**src/rtl/regfile_sb.sv**
```systemverilog
// Multi-write-port integer register file with a per-register busy scoreboard for long-latency results.
// Optional same-cycle write-to-read forwarding is enabled by defining RF_BYPASS_EN.
module regfile_sb #(
  parameter int XLEN = 32,
  parameter int AW   = 5
) (
  input  logic            clk,
  input  logic            rst,
  input  logic [AW-1:0]   ra1,
  input  logic [AW-1:0]   ra2,
  output logic [XLEN-1:0] rd1,
  output logic [XLEN-1:0] rd2,
  output logic            rdy1,
  output logic            rdy2,
  input  logic            we0,
  input  logic [AW-1:0]   wa0,
  input  logic [XLEN-1:0] wd0,
  input  logic            we1,
  input  logic [AW-1:0]   wa1,
  input  logic [XLEN-1:0] wd1,
  input  logic            rsv_v,
  input  logic [AW-1:0]   rsv_a,
  output logic            rsv_ok,
  output logic [AW:0]     busy_cnt,
  input  logic [AW-1:0]   dbg_sel,
  output logic [XLEN-1:0] dbg_data,
  output logic            dbg_busy
);

  localparam int NREG = 1 << AW;

  // Entry 0 is never written and bit 0 of busy is never set, so x0 reads as zero and always ready.
  logic [XLEN-1:0] mem [NREG];
  logic [NREG-1:0] busy;
  logic [NREG-1:0] busy_nxt;
  logic            set_b;
  logic            clr_b;

  always_comb begin
    rd1  = mem[ra1];
    rd2  = mem[ra2];
    rdy1 = !busy[ra1];
    rdy2 = !busy[ra2];
`ifdef RF_BYPASS_EN
    if (ra1 != '0) begin
      if (we1 && (wa1 == ra1)) begin
        rd1  = wd1;
        rdy1 = 1'b1;
      end else if (we0 && (wa0 == ra1)) begin
        rd1 = wd0;
      end
    end
    if (ra2 != '0) begin
      if (we1 && (wa2_match(wa1, ra2))) begin
        rd2  = wd1;
        rdy2 = 1'b1;
      end else if (we0 && (wa0 == ra2)) begin
        rd2 = wd0;
      end
    end
`endif
  end

`ifdef RF_BYPASS_EN
  function automatic logic wa2_match(input logic [AW-1:0] wa, input logic [AW-1:0] ra);
    return wa == ra;
  endfunction
`endif

  assign dbg_data = mem[dbg_sel];
  assign dbg_busy = busy[dbg_sel];

  assign rsv_ok = rsv_v && ((rsv_a == '0) || !busy[rsv_a]);

  // A set always lands on a clear bit and a clear on a set bit, so each changes the count.
  // Both on the same register is impossible, which lets set win trivially.
  assign set_b = rsv_ok && (rsv_a != '0);
  assign clr_b = we1 && (wa1 != '0) && busy[wa1];

  always_comb begin
    busy_nxt = busy;
    if (clr_b) busy_nxt[wa1] = 1'b0;
    if (set_b) busy_nxt[rsv_a] = 1'b1;
    busy_nxt[0] = 1'b0;
  end

  always_ff @(posedge clk or posedge rst) begin
    if (rst) begin
      busy     <= '0;
      busy_cnt <= '0;
    end else begin
      busy     <= busy_nxt;
      busy_cnt <= busy_cnt + {{AW{1'b0}}, set_b} - {{AW{1'b0}}, clr_b};
    end
  end

  // Port 1 is assigned last so it overrides port 0 on an address conflict.
  always_ff @(posedge clk or posedge rst) begin
    if (rst) begin
      for (int i = 0; i < NREG; i++) mem[i] <= '0;
    end else begin
      if (we0 && (wa0 != '0)) mem[wa0] <= wd0;
      if (we1 && (wa1 != '0)) mem[wa1] <= wd1;
    end
  end

endmodule

```
**config.mk**
```make
export PLATFORM = sky130hd
export DESIGN_NAME = regfile_sb
export DESIGN_NICKNAME = d
export VERILOG_FILES = /design/src/rtl/regfile_sb.sv
export SDC_FILE = /design/constraint.sdc
export NUM_CORES = 2
export LEC_CHECK = 0
export ABC_AREA = 0
export BUFFER_PORTS_ARGS = -buffer_cell sky130_fd_sc_hd__buf_2
export CORE_ASPECT_RATIO = 1.75
export CORE_UTILIZATION = 55
export CTS_CLUSTER_DIAMETER = 150
export DETAILED_ROUTE_END_ITERATION = 10
export HOLD_SLACK_MARGIN = 0.12
export PLACE_DENSITY = 0.73
export SLEW_MARGIN = 20
export SYNTH_ARGS = -nofsm -noshare
export SYNTH_HDL_FRONTEND = slang
export SYNTH_SLANG_ARGS = --single-unit
```
**constraint.sdc**
```tcl
create_clock -name clk -period 60.9 [get_ports clk]
set_input_delay 0 -clock clk [delete_from_list [all_inputs] [get_ports clk]]
set_output_delay 0 -clock clk [all_outputs]
set_load 0.02 [all_outputs]
```
==> summary.md <==
| Metric | Value |
|---|---|
| Unrepaired setup endpoints after global routing | `false` |
| IO Port Bufs | `between 200 and 250` |
| I/O pin count | `about 210` |
| Critical Path Max Stage Delay | `just under 0.9 ns` |
| CP cell instances | `dlygate4sd3_1, buf_2, dlygate4sd3_1, inv_8, buf_4, buf_16, buf_4, buf_4, buf_4, buf_4, buf_4, buf_4` |
| PwrDens | `32.1 nW/um^2` |
| Clock Tree Buf Depth | `3` |
| Startpoint type of the worst setup path | `input pin` |
| Number of global-route vias before repair | `approximately 60000` |
| Max-slew violations | `0` |
| Post-synth EDFFs | `0` |
| Syn nets | `approximately 6600` |
| Clk pin slew, worst setup/hold paths | `about 0.060 ns` |
| DRC viols | `0` |
| VDD IR-drop max | `0.0235 mV` |
| Seq cells post-synth | `1061` |
| Global router's overall resource usage | `a little over two fifths` |
| Die area | `around 140000 um^2` |
| Leakage power | `roughly 34 nW` |
| Core ar. | `~130000 um^2` |
| Global route overflow | `0` |
| Final core utilization | `roughly three fifths` |
| Final wirelength | `about 280000 um` |
| Register area share after synthesis | `35.7%` |
| Fill cells | `~10000` |
| Placement Cell Area | `75400 um^2` |
| Yosys cell types | `between 50 and 60` |
| Top_reg_cell synth | `dfrtp_1` |
| Width of the die | `around 280 um` |
| Ratio of cells with drive above 1 in the final layout | `between 20% and 30%` |
| Post-DP HPWL | `between 150000 and 200000 um` |
| Synth Cell Area | `74400 um^2` |
| FMAX | `roughly 0.14 GHz` |
| Initial DRC Count | `~8400` |
| Avg WL per Cell | `approximately 35 um` |
| Crit path max fanout | `between 100 and 150` |
| FF+latch area | `about 27000 um^2` |
| Syn-to-layout area delta | `7.83%` |
| Post_cts resized | `0` |
| First-pass GRT wire length | `a little over 400000 um` |
| Post-Layout Cell Count | `around 8100` |
| Root buffer cell | `clkbuf_16` |
| Tcrit/Tclk final | `a little under an eighth` |
| Outcome | `complete, no violations` |
| Slowest-stage cell, CP | `buf_4` |
| Max Cap Viol | `0` |
| Syn Inst Count | `around 6400` |
| CTS tree | `built` |
| Mean number of vias per cell | `7.40` |
| Measured slew at the worst slew-check pin | `approximately 1.2 ns` |
| Drt first pass iters | `9` |
| Clock Latency Late Sink | `between 0.7 and 0.8 ns` |
| TritonCTS Buffers | `101` |
| Warnings from Yosys | `0` |
| CP Class | `input pin to async pin` |
| Die height | `489 um` |
| Final hold vios | `0` |
| Initial core utilization | `approximately 55%` |
| Finished Cell Area | `around 80000 um^2` |
| Most frequent cell on the critical path | `buf_4` |
| Crit path DAT | `about 7.7 ns` |
| Setup TNS | `0 ns` |
| FFs w/ async S/R, synth | `100%` |
| Largest net degree at the start of global routing | `around 150` |
| Antenna viol nets, final | `0` |
| Initial antenna violation count | `27` |
| Inst Count DP | `7745` |
| Critical Path Sink Type | `async pin` |
| Fin nets | `6285` |
| Post-Syn Area per Cell | `11.5 um^2` |
| Tmin final | `between 6 and 7 ns` |
| Worst clock skew | `0.0180 ns` |
| FP Rows | `178` |
| Setup violators final | `0` |
| Min-Delay Path Class | `input pin to flip-flop` |
| Area of the multi-input gates | `around 45000 um^2` |
| Critical Path RT | `about 62 ns` |
| Detailed-route via count | `around 60000` |
| Gp weighted congestion | `around 0.91` |
| Total power draw | `2.57 mW` |
| Clock Sinks | `about 1100` |
| Slew headroom | `between 10% and 20%` |
| H-tree Lvls | `3` |
-- path summary, 6_finish.rpt --
| check | startpoint | endpoint | slack [ns] | depth (start not counted) |
|---|---|---|---|---|
| worst max-delay path | rst | mem[35]$_DFF_PP0_ | 53.92 | 12 |
| worst min-delay path | wa1[0] | mem[487]$_DFF_PP0_ | 0.20 | 4 |
| worst max register to register | busy[17]$_DFF_PP0_ | busy_cnt[4]$_DFF_PP0_ | 57.36 | 13 |
| worst min register to register | mem[1008]$_DFF_PP0_ | mem[1008]$_DFF_PP0_ | 0.42 | 0 |
| max in group clk | dbg_sel[0] | dbg_data[21] | 56.78 | 7 |
| min in group asynchronous | rst | mem[663]$_DFF_PP0_ | 0.49 | 4 |
-- flip-flops by register name, indices dropped and copies added, names as in the netlist --
| name | cells |
|---|---|
| mem | 1024 |
| busy | 31 |
| busy_cnt | 6 |
-- layout make-up --
type | count | share of cell area, %
Sequential cell | 1061 | 33.1
Multi-Input combinational cell | 4555 | 55.5
Tap cell | 1800 | 2.81
Antenna cell | 12 | 0.0374
Clock buffer | 139 | 3.62
Timing Repair Buffer | 444 | 4.18
Clock inverter | 43 | 0.684
Inverter | 16 | 0.0842
-- worst max-delay path: cells and delay by family --
kind,cells,cell delay (ns)
buffers and inverters,12,7.27
-- report_power, final --
group	leakage [nW]	internal, mW	switching, mW
registers	13.0	0.889	0.188
logic	19.0	0.453	0.358
clock network	1.71	0.384	0.301
total	33.7	1.73	0.847
-- through the flow --
step           hold WS, ns  worst slack [ns]
6_report             0.199             53.92
5_1_grt              0.246             52.94
4_1_cts              0.200             53.52
3_5_place_dp         0.183             53.91
3_3_place_gp         0.181             54.01
2_1_floorplan        0.159             31.03
-- Yosys cell counts, drive strengths merged, types with 11 or more instances --
library cell	number	area, um^2
mux4	897	20200
clkbuf	507	1900
mux2	13	146
a22oi	99	743
nand2b	15	93.8
a21oi	519	2600
mux2i	1177	11800
a2bb2oi	13	114
o41ai	12	105
dfrtp	1061	26600
buf	306	1870
nor2b	11	68.8
nor2	552	2090
o21a	99	743
inv	16	60.1
o21ai	519	2600
nand2	543	2050
-- routing by layer --
| metal | GRT usage, % | share of wire [%] |
|---|---|---|
| met1 | 48.7 | 32 |
| met2 | 62.5 | 45 |
| met3 | 13.8 | 14 |
| met4 | 34.5 | 10 |
| met5 | 0 | 0.049 |
-- what timing repair did --
action,4_1_cts,5_1_grt
hold buffers,128,0
hold endpoints to repair,1132,0
setup buffers,0,0
-- logic make-up (layout without fill, tap and decap cells) --
group                      Yosys count  after routing  synth area share, %
AOI/OAI and AO/OA                 1292           1292                 9.64
xor gates and xnor gates             5              5               0.0588
adders and majority gates            7              7                0.128
buffers and inverters              829            642                 5.15
DFF                               1061           1061                 35.7
muxes                             2087           2087                 43.2
other                                0             12                    0
and+or+nand+nor                   1164           1164                 6.18
-- cell usage in the layout (no fill, tap or decap), types with 4 or more instances in the layout --
cell type / instances
xnor2_1: 4
or2_2: 5
clkinv_4: 4
clkbuf_8: 22
bufinv_16: 12
mux2i_1: 1177
buf_8: 6
clkbuf_16: 103
ha_1: 6
a32o_1: 5
mux2_2: 13
nand2_1: 517
buf_12: 6
nor2b_1: 8
nor3b_1: 4
nand3_1: 7
nand2b_1: 14
o21ai_0: 496
o21ai_1: 23
nand2_4: 22
a22oi_1: 99
nor2_4: 23
buf_2: 192
a21oi_1: 519
o21a_1: 99
o41ai_1: 12
mux4_2: 897
a2bb2oi_1: 13
nand2_8: 4
dlygate4sd3_1: 128
clkbuf_1: 17
clkinv_2: 21
diode_2: 12
nor2_1: 529
dfrtp_1: 1061
buf_4: 106
a32oi_1: 4
inv_1: 15
Note: power is estimated with default switching activity, not from simulation.
